**config.mk**
```make
export PLATFORM = sky130hd
export DESIGN_NAME = gt_rx_word_align
export DESIGN_NICKNAME = d
export VERILOG_FILES = /design/src/rtl/gt_rx_align_pkg.sv /design/src/rtl/gt_rx_byte_rotator.sv /design/src/rtl/gt_rx_word_align.sv
export SDC_FILE = /design/constraint.sdc
export NUM_CORES = 1
export LEC_CHECK = 0
export ABC_AREA = 1
export BUFFER_PORTS_ARGS = -buffer_cell sky130_fd_sc_hd__buf_4
export CAP_MARGIN = 10
export CORE_MARGIN = 3
export CORE_UTILIZATION = 55
export DETAILED_ROUTE_END_ITERATION = 16
export GPL_TIMING_DRIVEN = 0
export PLACE_DENSITY_LB_ADDON = 0.12
export SKIP_CTS_REPAIR_TIMING = 1
export SYNTH_ARGS = -nofsm -noshare
export SYNTH_HDL_FRONTEND = slang
export SYNTH_HIERARCHICAL = 1
export SYNTH_SLANG_ARGS = --single-unit
```
**constraint.sdc**
```tcl
create_clock -name i_clk -period 1.6 [get_ports i_clk]
set_input_delay 0.4 -clock i_clk [delete_from_list [all_inputs] [get_ports i_clk]]
set_output_delay 0.4 -clock i_clk [all_outputs]
set_load 0.1 [all_outputs]
```
**src/rtl/gt_rx_align_pkg.sv**
```systemverilog
// Shared types and constants for the RX word aligner: FSM states, K28.5 comma, lane index.
package gt_rx_align_pkg;

  localparam logic [7:0] K28_5 = 8'hBC;

  typedef enum logic [1:0] {
    HUNT,
    VERIFY,
    LOCKED
  } align_state_e;

  typedef logic [1:0] lane_t;

endpackage

```
**src/rtl/gt_rx_byte_rotator.sv**
```systemverilog
// Combinational 64->32 byte barrel shift (with matching 8->4 charisk shift) selecting
// the 4-byte window that starts at byte lane i_lane of {current, previous}.
module gt_rx_byte_rotator
  import gt_rx_align_pkg::*;
(
  input  logic [63:0] i_data,
  input  logic [7:0]  i_charisk,
  input  lane_t       i_lane,
  output logic [31:0] o_data,
  output logic [3:0]  o_charisk
);

  logic [63:0] data_sh;
  logic [7:0]  k_sh;

  always_comb begin
    data_sh   = i_data >> {i_lane, 3'b000};
    k_sh      = i_charisk >> i_lane;
    o_data    = data_sh[31:0];
    o_charisk = k_sh[3:0];
  end

endmodule

```
**src/rtl/gt_rx_word_align.sv**
```systemverilog
// K28.5 word aligner: hunts, qualifies and locks the comma lane, rotates it to byte 0.
// Optional lock-loss statistics counter enabled by defining GT_RX_ALIGN_STAT_EN.
module gt_rx_word_align
  import gt_rx_align_pkg::*;
#(
  parameter logic [7:0]  COMMA    = K28_5,
  parameter int unsigned LOCK_CNT = 4,
  parameter int unsigned LOSS_CNT = 4
) (
  input  logic        i_clk,
  input  logic        i_rst_n,
  input  logic        i_gt_aligned,
  input  logic [31:0] i_rxdata,
  input  logic [3:0]  i_rxcharisk,
  output logic [31:0] o_rxdata,
  output logic [3:0]  o_rxcharisk,
  output logic        o_aligned,
  output logic [1:0]  o_lane,
  output logic [15:0] o_realign_cnt
);

  localparam logic [3:0] LOCK_C = 4'(LOCK_CNT);
  localparam logic [3:0] LOSS_C = 4'(LOSS_CNT);

  align_state_e state_q, state_d;
  lane_t        lane_q, lane_d, lane_det;
  logic [3:0]   cnt_q, cnt_d, err_q, err_d, cnt_inc, err_inc;
  logic [2:0]   n_hits;
  logic         comma_one, comma_multi;

  logic [31:0]  cur_q, cur_d, prev_q, prev_d, rxdata_q, rxdata_d, rot_data;
  logic [3:0]   curk_q, curk_d, prevk_q, prevk_d, rxk_q, rxk_d, rot_k;
  logic         aligned_q, aligned_d;

  always_comb begin
    n_hits   = '0;
    lane_det = '0;
    for (int unsigned i = 0; i < 4; i++) begin
      if (i_rxcharisk[i] && (i_rxdata[8*i +: 8] == COMMA)) begin
        n_hits   = n_hits + 3'd1;
        lane_det = lane_t'(i);
      end
    end
    comma_one   = (n_hits == 3'd1);
    comma_multi = (n_hits > 3'd1);
  end

  always_comb begin
    state_d = state_q;
    lane_d  = lane_q;
    cnt_d   = cnt_q;
    err_d   = err_q;
    cnt_inc = cnt_q + 4'd1;
    err_inc = err_q + 4'd1;
    if (!i_gt_aligned) begin
      state_d = HUNT;
      cnt_d   = '0;
      err_d   = '0;
    end else begin
      unique case (state_q)
        HUNT: begin
          if (comma_one) begin
            lane_d = lane_det;
            err_d  = '0;
            if (LOCK_C == 4'd1) begin
              state_d = LOCKED;
              cnt_d   = '0;
            end else begin
              state_d = VERIFY;
              cnt_d   = 4'd1;
            end
          end
        end
        VERIFY: begin
          if (comma_multi) begin
            state_d = HUNT;
            cnt_d   = '0;
          end else if (comma_one) begin
            if (lane_det == lane_q) begin
              if (cnt_inc == LOCK_C) begin
                state_d = LOCKED;
                cnt_d   = '0;
                err_d   = '0;
              end else begin
                cnt_d = cnt_inc;
              end
            end else begin
              lane_d = lane_det;
              cnt_d  = 4'd1;
            end
          end
        end
        LOCKED: begin
          if (comma_one && (lane_det == lane_q)) begin
            err_d = '0;
          end else if (comma_one || comma_multi) begin
            if (err_inc == LOSS_C) begin
              state_d = HUNT;
              err_d   = '0;
            end else begin
              err_d = err_inc;
            end
          end
        end
        default: state_d = HUNT;
      endcase
    end
    aligned_d = (state_d == LOCKED);
  end

  // Two-word history: the comma word sits in prev when lane_q (updated on its own edge) selects it.
  always_comb begin
    cur_d    = i_rxdata;
    curk_d   = i_rxcharisk;
    prev_d   = cur_q;
    prevk_d  = curk_q;
    rxdata_d = rot_data;
    rxk_d    = rot_k;
  end

  gt_rx_byte_rotator u_rot (
    .i_data    ({cur_q, prev_q}),
    .i_charisk ({curk_q, prevk_q}),
    .i_lane    (lane_q),
    .o_data    (rot_data),
    .o_charisk (rot_k)
  );

  always_ff @(posedge i_clk or negedge i_rst_n) begin
    if (!i_rst_n) begin
      state_q   <= HUNT;
      lane_q    <= '0;
      cnt_q     <= '0;
      err_q     <= '0;
      aligned_q <= 1'b0;
      cur_q     <= '0;
      curk_q    <= '0;
      prev_q    <= '0;
      prevk_q   <= '0;
      rxdata_q  <= '0;
      rxk_q     <= '0;
    end else begin
      state_q   <= state_d;
      lane_q    <= lane_d;
      cnt_q     <= cnt_d;
      err_q     <= err_d;
      aligned_q <= aligned_d;
      cur_q     <= cur_d;
      curk_q    <= curk_d;
      prev_q    <= prev_d;
      prevk_q   <= prevk_d;
      rxdata_q  <= rxdata_d;
      rxk_q     <= rxk_d;
    end
  end

  assign o_rxdata    = rxdata_q;
  assign o_rxcharisk = rxk_q;
  assign o_aligned   = aligned_q;
  assign o_lane      = lane_q;

`ifdef GT_RX_ALIGN_STAT_EN
  logic [15:0] realign_q, realign_d;
  logic        lock_lost;

  always_comb begin
    lock_lost = (state_q == LOCKED) && (state_d == HUNT);
    realign_d = realign_q;
    if (lock_lost && (realign_q != '1)) realign_d = realign_q + 16'd1;
  end

  always_ff @(posedge i_clk or negedge i_rst_n) begin
    if (!i_rst_n) realign_q <= '0;
    else          realign_q <= realign_d;
  end

  assign o_realign_cnt = realign_q;
`else
  assign o_realign_cnt = '0;
`endif

endmodule

```
# Word level (Yosys, flattened, before mapping)
# Index checks and enable logic that the tools add are counted.
word_totals:
  register_bits: 121
  inputBits: 39
  output_inout_bits: 55
  wordCells: 93
op_classes:
  add_sub_neg: 5
  order_cmp: 1
  eq_ne: 24
  n_shift: 2
  n_mux: 39
  reduce_logical: 11
ops:
  columns: ["operator", "count"]
  rows:
  - ["64-bit by 5-bit >> shifter with 32-bit output", 1]
  - ["4-bit two-way mux", 15]
  - ["8-bit equality test, second input constant", 4]
  - ["2-bit two-way mux", 15]
  - ["3-bit != test, second input constant", 5]
  - ["4-bit case mux with 3 select lines", 1]
  - ["3-bit by 1-bit adder with 3-bit output, second input constant", 3]
  - ["3-bit two-way mux", 3]
  - ["4-bit by 1-bit adder with 4-bit output, second input constant", 2]
  - ["4-bit by 3-bit equality test with 1-bit output, second input constant", 2]
  - ["2-bit != test, second input constant", 4]
  - ["4-bit != test, second input constant", 2]
  - ["4-bit case mux with 2 select lines", 1]
  - ["8-bit by 2-bit >> shifter with 4-bit output", 1]
  - ["7-bit AND reduction", 1]
  - ["2-bit case mux with 3 select lines", 1]
  - ["6-bit AND reduction", 1]
  - ["1-bit logical AND", 5]
  - ["2-bit equality test, second input constant", 2]
  - ["4-bit by 1-bit != test with 1-bit output, second input constant", 1]
  - ["2-bit case mux with 2 select lines", 1]
  - ["3-bit by 1-bit equality test with 1-bit output, second input constant", 1]
  - ["3-bit by 1-bit greater-than comparator with 1-bit output, second input constant", 1]
  - ["3-bit by 1-bit != test with 1-bit output, second input constant", 1]
  - ["7 further kinds", 8]

# Longest topological paths before layout
# Gate-level depths: netlist (run 1).
depth:
  word_depth: 16
  mapped_depth: 23
  mapped_depth_nobuf: 23

# Hierarchy
# The synthesis (run 1) kept the hierarchy.
by_module_without_submodules:
  columns: ["module", "n_inst", "cells_each", "area_each_um2"]
  rows:
  - ["gt_rx_word_align", 1, 324, 4146.5]
  - ["gt_rx_byte_rotator", 1, 299, 1302.5]

# Worst setup path after synthesis (run 1)
# OpenSTA, ideal clock, no wires.
synth_path:
  path_type: "input to register"
  startpoint: "input i_rxcharisk[0]"
  endpoint: "register err_q[0]"
  setup_ps: 116
  arrival_ps: 2361
  required_time_ps: 1484
  path_slack_ps: -877
  path_stages: 17
  path_buffers: 0
  cell_sequence: "nor3b_1 > nand4_1 > inv_1 > ha_1 > nand4_1 > nand2_1 > inv_1 > ha_1 > or2_4 > nand2_4 > nand2_2 > nor2_2 > inv_1 > nor2_1 > nor2_2 > nand2_1 > nand2_1"
synth_between:
  elab_chain_cells: 13
  word_cells_on_any_way: 20
synth_rtl:
  columns: ["item", "line_no", "text"]
  rows:
  - ["start, declared", "gt_rx_word_align.sv:14", "input logic [3:0] i_rxcharisk,"]
  - ["1-bit logical AND (*)", "gt_rx_word_align.sv:39", "if (i_rxcharisk[i] && (i_rxdata[8*i +: 8] == COMMA)) begin"]
  - ["1-bit two-way mux (*)", "gt_rx_word_align.sv:39", null]
  - ["3-bit by 1-bit adder with 3-bit output", "gt_rx_word_align.sv:40", "n_hits = n_hits + 3'd1;"]
  - ["3-bit two-way mux (*)", "gt_rx_word_align.sv:39", null]
  - ["3-bit by 1-bit adder with 3-bit output", "gt_rx_word_align.sv:40", null]
  - ["3-bit two-way mux (*)", "gt_rx_word_align.sv:39", null]
  - ["3-bit by 1-bit adder with 3-bit output", "gt_rx_word_align.sv:40", null]
  - ["3-bit two-way mux (*)", "gt_rx_word_align.sv:39", null]
  - ["parallel branches: the longest is 5 deep, another holds 3-bit by 1-bit greater-than comparator with 1-bit output", null, null]
  - ["end signal, assigned", "gt_rx_word_align.sv:146", "err_q <= err_d;"]
  - ["end, declared", "gt_rx_word_align.sv:27", "logic [3:0] cnt_q, cnt_d, err_q, err_d, cnt_inc, err_inc;"]
# Every way passes the cells marked *.
# A chain may end at the register's enable or synchronous reset.

# Worst setup path in the final report (run 1)
layout_path:
  startpoint: "input i_rxdata[11]"
  endpoint: "register err_q[0]"
layout_between:
  elab_chain_cells: 12
  word_cells_on_any_way: 24
layout_rtl:
  columns: ["item", "line_no", "text"]
  rows:
  - ["start, declared", "gt_rx_word_align.sv:13", "input logic [31:0] i_rxdata,"]
  - ["8-bit equality test (*)", "gt_rx_word_align.sv:39", null]
  - ["1-bit logical AND (*)", "gt_rx_word_align.sv:39", null]
  - ["parallel branches: the longest is 10 deep, another holds 3-bit by 1-bit adder with 3-bit output", null, null]
# Marked as above.

==> results of run 1 <==
## cells in the mapped netlist, drive strengths merged
cell type | n | area [um^2]
a21oi | 4 | 20.0
nor2 | 34 | 189
nand4 | 6 | 43.8
clkinv | 1 | 3.75
o21ai | 7 | 38.8
nor3b | 1 | 7.51
ha | 7 | 87.6
nor3 | 2 | 10.0
xor2 | 2 | 17.5
nand3b | 2 | 15.0
dfrtp | 121 | 3030
buf | 34 | 270
nand3 | 89 | 478
inv | 98 | 375
xnor2 | 2 | 17.5
conb | 1 | 3.75
or2 | 1 | 8.76
o21bai | 1 | 11.3
nand2 | 210 | 823
## placed cells by master (no fill, tap or decap), drive strengths merged, types with 4 or more instances in the layout
cell type	n
conb	16
dlygate4sd3	31
clkbuf	20
inv	98
nand3	89
ha	7
nand2	210
nor2	34
bufinv	4
dfrtp	121
clkinv	5
nand4	6
buf	117
a21oi	4
o21ai	7
clkinvlp	4
## metrics by stage
step	utilization	setup WS, ps	area (um^2)	power [W]
3_5_place_dp	0.670	-1260	6310	0.00720
6_report	0.790	-704	7440	0.0112
4_1_cts	0.734	-790	6920	0.0111
5_1_grt	0.790	-798	7440	0.0116
3_3_place_gp	0.666	-1160	6270	0.00715
2_1_floorplan	-	-819	5540	0.00632
## kinds of logic (layout without fill, tap and decap cells)
group | count (synthesis) | count (layout) | share of synthesized area
AO/OA/AOI/OAI | 12 | 12 | 0.0129
XOR/XNOR | 4 | 4 | 0.00643
adder cells (fa/ha/maj) | 7 | 7 | 0.0161
buffers and inverters | 133 | 279 | 0.119
flip-flops | 121 | 121 | 0.556
other | 1 | 16 | 0.000688
AND/OR/NAND/NOR | 345 | 345 | 0.289
## power by group
group	total (W)	leakage [nW]	internal [W]	switching, W
clock	0.00390	0.287	0.00256	0.00134
combinational	0.00377	2.21	0.000826	0.00295
sequential	0.00351	1.43	0.00340	0.000116
## registers in the layout (all words and copies together), names as in the netlist, 4 cells and up
signal / flops
cnt_q: 4
prevk_q: 4
cur_q: 32
o_rxcharisk: 4
curk_q: 4
prev_q: 32
o_rxdata: 32
err_q: 4
## how the worst max path moves through the flow
stage,from,end
detailed placement,i_rxdata[14],err_q[0]
CTS,i_rxdata[14],err_q[0]
global placement,i_rxdata[14],err_q[0]
finish,i_rxdata[11],err_q[0]
global route,i_rxdata[11],err_q[0]
floorplan,i_rxcharisk[0],err_q[0]
## critical path, delay by kind of cell
| kind | cells | cell delay, ps |
|---|---|---|
| simple gates | 14 | 1660 |
| buf+inv | 4 | 280 |
| fa+ha+maj | 2 | 360 |
## cell type report
type	instances	area [um^2]	share of cell area
clock inverters	12	174	0.0234
well taps	129	161	0.0217
plain buffers	34	270	0.0363
multi-input cells	384	2000	0.269
repair buffers	114	987	0.133
flip-flops and latches	121	3030	0.407
clock buffers	20	435	0.0585
inverters	99	382	0.0513
## metal layers
| metal | vias up | global-route usage |
|---|---|---|
| met3 | 49 | 0.0735 |
| met1 | 2214 | 0.304 |
| met5 | - | 0 |
| met2 | 271 | 0.435 |
| li1 | 2175 | - |
| met4 | 0 | 0.0749 |
==> results_dict.tcl, run 1 <==
set metrics [dict create \
    outcome "finished with violations" \
    violations "negative setup slack" \
    max_freq_mhz 434 \
    wl_met3_um 1340 \
    cts_made_buffers 17 \
    r2r_setup_slack_ps -210 \
    crit_path_start_kind "input pin" \
    gr-total-overflow 0 \
    via_count 4709 \
    rsz0062_at_grt "yes" \
    wl_per_cell_um 15.9 \
    worstPathRequired_ps 2000 \
    fin_crit_sh 1.44 \
    hold_violations 0 \
    slew_viol_final 0 \
    grt_usage 0.251 \
    clkSinkCount 121 \
    cap_violations 0 \
    critPathKind "input pin to flip-flop" \
    skew_ps 11.4 \
    antenna_found_initial 0 \
    rr_endpoint "state_q[1]" \
    insertion_delay_ps 520 \
    mappedNetlistArea_um2 5450 \
    tritoncts "done" \
    fp-row-count 35 \
    path_clk_slew_ps 60 \
    ios 94 \
    routed_wirelength_um 14500 \
    grt_pass1_wl_um 21500 \
    p_per_area_nw_per_um2 1500 \
    crit_chain "buf_4 > nand2_1 > nor2_4 > nand2_2 > nor2_4 > inv_2 > ha_4 > inv_2 > nand4_1 > nand2_2 > ha_4 > or2_4 > nand2_4 > nand2_2 > nor2_4 > inv_1 > nor2_2 > nor2_2 > nand2_1 > nand2_1" \
    cp_data_arrival_time_ps 2710 \
    dp_hpwl_um 9180 \
    hold_path_class "input pin to flip-flop" \
    synth_cell_type_count 34 \
    r2r-start "cnt_q[0]" \
    wl_met2_um 7500 \
    max_stage_delay_ps 250 \
    dieWidth_um 106 \
    area_delta_synth_final_pct 36.5 \
    routed_via_density 5.16 \
    cts_buffer_depth 2 \
    netlist_instances 623 \
    place.gp.congestion 0.944 \
    drtAntennaViolNets 0 \
    synth_seq_cells 121 \
    nets 817 \
    r2r_cells 10 \
    grt_max_degree 83 \
    cp_max_fo 3 \
    die_y_um 106 \
    fillers 594 \
    grt_pass1_vias 4489 \
    hold_ws_ps 17.9 \
    critPathSlowestCell "or2_4" \
    core_area_um2 9420 \
    htree_levels 4 \
    holdPathEnd "cur_q[13]" \
    drc 0 \
    antennaDiodeCount 0 \
    avgSynthCellArea_um2 8.75 \
    layout_min_cycle_time_ps 2300 \
    top_layer "met4" \
    p_leak_nw 3.93 \
    first_pass_iters 6 \
    min_from "i_rxdata[13]" \
    setup_viol 13 \
    critPathCaptureType "flip-flop" \
    wl_met1_um 5240 \
    whs_path_depth 1 \
    clockRootBuffer "clkbuf_8" \
    setup_tns_ps -8070 \
    die_area_um2 11100 \
    final_cell_count_no_fill 913 \
    io_buffer_count 77 \
    vdd_drop_max_uv 826 \
    drive_above_1_share 0.278 \
    yosysWarnings 6 \
    yosysSeqAreaShare 0.556 \
    drtIter0Drc 361 \
    placedCellCount 845 \
    fin_ws_ps -704 \
    start_util 0.579 \
]
Note: power is estimated with default switching activity, not from simulation.
==> inputs of run 2 (changes only) <==
REMOVE_ABC_BUFFERS = 1   (was not set)
==> run 2 against run 1 <==
The flow still finishes with violations (negative setup slack). Worst hold slack worse by 0.76 ps. Critical path type is now flip-flop to output port. Total power down 1.6%. Highest routed layer unchanged. First-iteration DRC count down 24%. Clock-buffer cell count up 1. Via count down 7.6%.
==> results_dict.tcl, run 2 (synthesis results as in run 1) <==
set metrics [dict create \
    p_switching_w 0.00429 \
    dieWidth_um 106 \
    holdPathEnd "cur_q[27]" \
    first_pass_iters 7 \
    final_cell_mix "nand2_1 (197), dfrtp_1 (120), inv_1 (92), nand3_1 (83), buf_4 (75)" \
    drtIter0Drc 274 \
    critPathCaptureType "output port" \
    max_freq_mhz 432 \
    gr-total-overflow 0 \
    place.gp.congestion 0.828 \
    p_comb_frac 0.323 \
    clkSinkCount 121 \
    insertion_delay_ps 510 \
    grt_pass1_vias 4058 \
    rr_endpoint "state_q[1]" \
    tightestPinTransition_ps 777 \
    antenna_found_initial 0 \
    routed_wirelength_um 12100 \
    worstPathRequired_ps 1200 \
    io_buffer_count 77 \
    path_clk_slew_ps 60 \
    cp_data_arrival_time_ps 1910 \
    grt_usage 0.212 \
    drive_above_1_share 0.217 \
    fin_crit_sh 1.45 \
    relSlewSlack 0.482 \
    layout_min_cycle_time_ps 2310 \
    tritoncts "done" \
    setup_tns_ps -9110 \
    r2r-start "o_lane[1]" \
    violations "negative setup slack" \
    clockRootBuffer "clkbuf_8" \
    layout_commonest_cell "nand2_1" \
    drc 0 \
    p_per_area_nw_per_um2 1560 \
    start_util 0.579 \
    cp_max_fo 22 \
    fp-row-count 35 \
    ios 94 \
    fin_ws_ps -712 \
    cap_violations 0 \
    r2r_setup_slack_ps -320 \
    via_count 4351 \
    fillers 656 \
    grt_pass1_wl_um 18700 \
    p_sw_frac 0.390 \
    drtAntennaViolNets 0 \
    r2r_cells 10 \
    dp_hpwl_um 7530 \
    setup_viol 15 \
    pwr-share-clk 0.355 \
    slew_viol_final 0 \
    cts_made_buffers 17 \
    routed_via_density 5.00 \
    crit_path_start_kind "flip-flop" \
    htree_levels 4 \
    hold_path_class "input pin to flip-flop" \
    seqPwrFrac 0.322 \
    wl_per_cell_um 13.9 \
    whs_path_depth 1 \
    grt_max_degree 67 \
    internal_power_w 0.00672 \
    outcome "finished with violations" \
    area_delta_synth_final_pct 29.1 \
    core_area_um2 9420 \
    p_leak_nw 3.74 \
    skew_ps 5.74 \
    final_core_utilization 0.747 \
    critPathLaunch "o_lane[1]" \
    die_area_um2 11100 \
    die_y_um 106 \
    rsz0062_at_grt "yes" \
    cts_buffer_depth 2 \
    critPathKind "flip-flop to output port" \
    min_from "i_rxdata[27]" \
    vdd_drop_max_uv 1110 \
    nets 774 \
    hold_violations 0 \
    antennaDiodeCount 0 \
]
-- run 2: cell types whose count changed in the layout (fill, tap and decap cells not counted), moves of 4 or more --
| cell | delta |
|---|---|
| dlygate4sd3_1 | -11 |
| a21oi_2 | -4 |
| buf_4 | -25 |
| nand2_1 | +7 |
| buf_6 | -8 |
| nor2_2 | -5 |
| a21oi_1 | +4 |
| nand2_2 | -5 |
| nor2_1 | +6 |
-- run 2: cell type report --
| type | count | area (um^2) | area share |
|---|---|---|---|
| sequential | 121 | 3030 | 0.431 |
| multi-input combinational | 384 | 1900 | 0.270 |
| timing repair buffer | 105 | 957 | 0.136 |
| clock buffer | 21 | 439 | 0.0624 |
| inverter | 99 | 379 | 0.0539 |
| clock inverter | 11 | 170 | 0.0242 |
| tap | 129 | 161 | 0.0229 |
-- run 2: power groups by stage --
stage          Clock [W]  Combinational (W)  Sequential [W]
4_1_cts          0.00396            0.00343         0.00354
2_1_floorplan          0           0.000732         0.00544
6_report         0.00391            0.00356         0.00354
3_3_place_gp           0            0.00325         0.00367
3_5_place_dp           0            0.00341         0.00359
5_1_grt          0.00411            0.00372         0.00358
-- run 2: critical path, stage by stage, from the launching register on --
cell and delay, ps:
dfrtp_1 840, buf_16 250, buf_4 310
-- run 2: routing by layer --
layer,GRT usage,up-vias,part of all wire
li1,-,2074,-
met1,0.260,2110,0.41
met2,0.371,154,0.52
met3,0.0539,13,0.062
met4,0.0648,0,0.0098
met5,0,-,0
-- run 2: per-stage QoR --
| step | hold slack [ps] | cell area [um^2] | cells | worst slack [ps] | total power [W] |
|---|---|---|---|---|---|
| 2_1_floorplan | 104 | 5240 | 604 | -1170 | 0.00617 |
| 3_3_place_gp | 333 | 5970 | 810 | -1250 | 0.00692 |
| 3_5_place_dp | 335 | 6050 | 813 | -1330 | 0.00700 |
| 4_1_cts | -146 | 6660 | 845 | -831 | 0.0109 |
| 5_1_grt | -0.665 | 7040 | 870 | -898 | 0.0114 |
| 6_report | 17.2 | 7040 | 870 | -712 | 0.0110 |
-- run 2: how the worst max path moves through the flow --
stage,endpoint,slack (ps)
after global placement,err_q[1],-1250
after global routing,o_lane[0],-900
after detailed placement,err_q[1],-1330
final,o_lane[1],-710
after CTS,err_q[0],-830
after floorplan,err_q[0],-1170
==> inputs of run 3 (changes only) <==
ABC_AREA = not set   (was 1)
==> run 3 against run 2 <==
The flow still finishes with violations (negative setup slack). Combinational power shrank 40%. Core utilization grew 5.4 points. Final area shrank 0.14%. Global-route usage shrank 2.1 points. Clock power shrank 6.1%. Worst hold slack gained 2.9 ps. Register-to-register slack lost 270 ps. Flip-flop and latch count is the same. Sequential share of layout area grew 0.15 points. Setup slack lost 1000 ps. Die area shrank 8.0%. Largest power group unchanged. Routed wire length shrank 8.0%. Critical endpoint is now err_q[0].
==> results_dict.tcl, run 3 <==
set metrics [dict create \
    outcome "finished with violations" \
    violations "negative setup slack" \
    seq_area_um2 3040 \
    synth_edf_count 0 \
    ios 94 \
    hold_ws_ps 20.1 \
    synth_flop_cell "dfrtp_1" \
    dp_hpwl_um 6320 \
    hold_violations 0 \
    rr_endpoint "o_lane[1]" \
    via_count 3213 \
    final_core_utilization 0.802 \
    yosysSeqAreaShare 0.607 \
    grt_pass1_wl_um 14600 \
    avgSynthCellArea_um2 16.0 \
    min_from "i_rxdata[19]" \
    yosysWarnings 6 \
    grt_max_degree 82 \
    crit_chain "buf_6 > nand4b_1 > nor4_4 > buf_4 > inv_4 > ha_4 > inv_4 > nand2_2 > o21ai_2 > ha_4 > or3_4 > nor4_4 > a31oi_2 > o211a_4 > buf_4 > nor3_4 > nor3_1 > o2bb2ai_1" \
    synth_common_cells "dfrtp_1 (121), mux4_2 (29), buf_4 (19)" \
    relSlewSlack 0.582 \
    mappedNetlistArea_um2 4990 \
    vdd_drop_max_uv 817 \
    critPathKind "input pin to flip-flop" \
    synth.most_common_cell "dfrtp_1" \
    grt_usage 0.192 \
    slew_viol_final 0 \
    start_util 0.569 \
    clockRootBuffer "clkbuf_8" \
    clkSinkCount 121 \
    fin_ws_ps -1730 \
    layout_commonest_cell "dfrtp_1" \
    drtAntennaViolNets 0 \
    cts_buffer_depth 2 \
    die_area_um2 10300 \
    placed_area_um2 5590 \
    whs_path_depth 1 \
    max_freq_mhz 300 \
    holdPathEnd "cur_q[19]" \
    drive_above_1_share 0.435 \
    place.gp.congestion 0.849 \
    critPathSlowestCell "nor4_4" \
    antennaDiodeCount 0 \
    setup_viol 15 \
    die_y_um 101 \
    layout_min_cycle_time_ps 3330 \
    fillers 452 \
    p_leak_nw 3.09 \
    core_area_um2 8760 \
    tritoncts "done" \
    cap_violations 0 \
    hold_path_class "input pin to flip-flop" \
    cts_made_buffers 17 \
    r2r_cells 7 \
    fin_crit_sh 2.08 \
    insertion_delay_ps 520 \
    dieWidth_um 101 \
    nets 507 \
    yosys-top-cells-area "dfrtp_1 (61%), mux4_2 (13%), mux4_1 (3.7%), buf_4 (2.9%), ha_1 (1.8%)" \
    routed_via_density 5.52 \
    final_cell_mix "dfrtp_1 (119), buf_4 (98), dlygate4sd3_1 (33), mux4_2 (29), clkbuf_16 (18)" \
    final_cell_count_no_fill 582 \
    netlist_instances 312 \
    fp-row-count 34 \
    antenna_found_initial 0 \
    p_total_w 0.00922 \
    max_stage_delay_ps 440 \
    synth_top_area_cell "dfrtp_1" \
    drc 0 \
    rsz0062_at_grt "yes" \
    wl_per_cell_um 19.2 \
    io_buffer_count 77 \
    synth_seq_cells 121 \
    tightestPinTransition_ps 622 \
    placedCellCount 488 \
    routed_wirelength_um 11200 \
    cp_max_fo 7 \
    finalInstanceArea_um2 7030 \
    first_pass_iters 4 \
    critPathCaptureType "flip-flop" \
    synth_cell_type_count 54 \
    crit_path_start_kind "input pin" \
    grt_pass1_vias 2874 \
    multi_input_area_um2 1970 \
    area_delta_synth_final_pct 40.8 \
    path_clk_slew_ps 60 \
    r2r_setup_slack_ps -590 \
    gr-total-overflow 0 \
    async_flop_share 1.00 \
    p_per_area_nw_per_um2 1310 \
    drtIter0Drc 159 \
    yosysTopAreaCellShare 0.607 \
    r2r-start "o_lane[0]" \
    skew_ps 14.8 \
    cp_data_arrival_time_ps 3730 \
    worstPathRequired_ps 2000 \
    htree_levels 4 \
]
==> run 3: cell types whose count changed after synthesis, moves of 6 or more <==
cell,previous run,this run
nand3_1,84,7
nand2_1,200,18
mux4_1,0,7
nor2_1,21,10
mux4_2,0,29
nand2_2,8,0
buf_4,25,19
nor2_2,9,0
inv_1,94,9
==> run 3: stage by stage <==
step / TNS [ps] / setup WS [ps]
final: -21890 / -1730
after detailed placement: -32610 / -2630
after global routing: -23110 / -1840
after CTS: -26560 / -2080
after global placement: -80560 / -2660
after floorplan: -65550 / -2070
==> run 3: power by group <==
part	switching, W	internal (W)	total [W]	leakage (nW)
combinational	0.00151	0.000633	0.00214	1.40
clock	0.00140	0.00226	0.00367	0.263
sequential	0.000121	0.00329	0.00341	1.43
==> run 3: layout make-up <==
cell class	instances	share of cell area
Clock buffer	19	0.0614
Multi-Input combinational cell	171	0.281
Tap cell	108	0.0192
Sequential cell	121	0.432
Inverter	9	0.00552
Timing Repair Buffer	141	0.180
Clock inverter	13	0.0207
==> run 3: logic make-up (layout without fill, tap and decap cells) <==
family                   Yosys count  after routing  share of synthesized area
AO/OA/AOI/OAI                     29             29                     0.0436
XOR/XNOR                           6              6                     0.0105
adder cells (fa/ha/maj)            7              7                     0.0176
buffers and inverters             36            182                     0.0554
flip-flops                       121            121                      0.607
multiplexers                      42             43                      0.183
other                              1             16                   0.000752
AND/OR/NAND/NOR                   70             70                     0.0820
==> run 3: routing by layer <==
layer / part of all wire / GRT usage / vias up
met2: 0.55 / 0.319 / 99
met3: 0.045 / 0.0572 / 9
li1: - / - / 1451
met4: 0.016 / 0.0706 / 0
met1: 0.39 / 0.239 / 1654
met5: 0 / 0 / -
==> run 3: worst max path at each step <==
stage          cells after the start  slack [ps]    startpoint         to
5_1_grt                           17       -1840  i_rxdata[14]   cnt_q[2]
2_1_floorplan                      6       -2070     o_lane[0]  o_lane[1]
6_report                          18       -1730  i_rxdata[14]   err_q[0]
4_1_cts                           13       -2080  i_rxdata[14]   err_q[1]
3_5_place_dp                      13       -2630  i_rxdata[14]   err_q[1]
3_3_place_gp                      13       -2660  i_rxdata[14]   err_q[1]
==> run 3: critical path, delay by kind of cell <==
family,cells,cell delay (ps)
and+or+nand+nor,7,1900
AOI/OAI and AO/OA,4,500
adders and majority gates,2,380
buffers and inverters,5,540
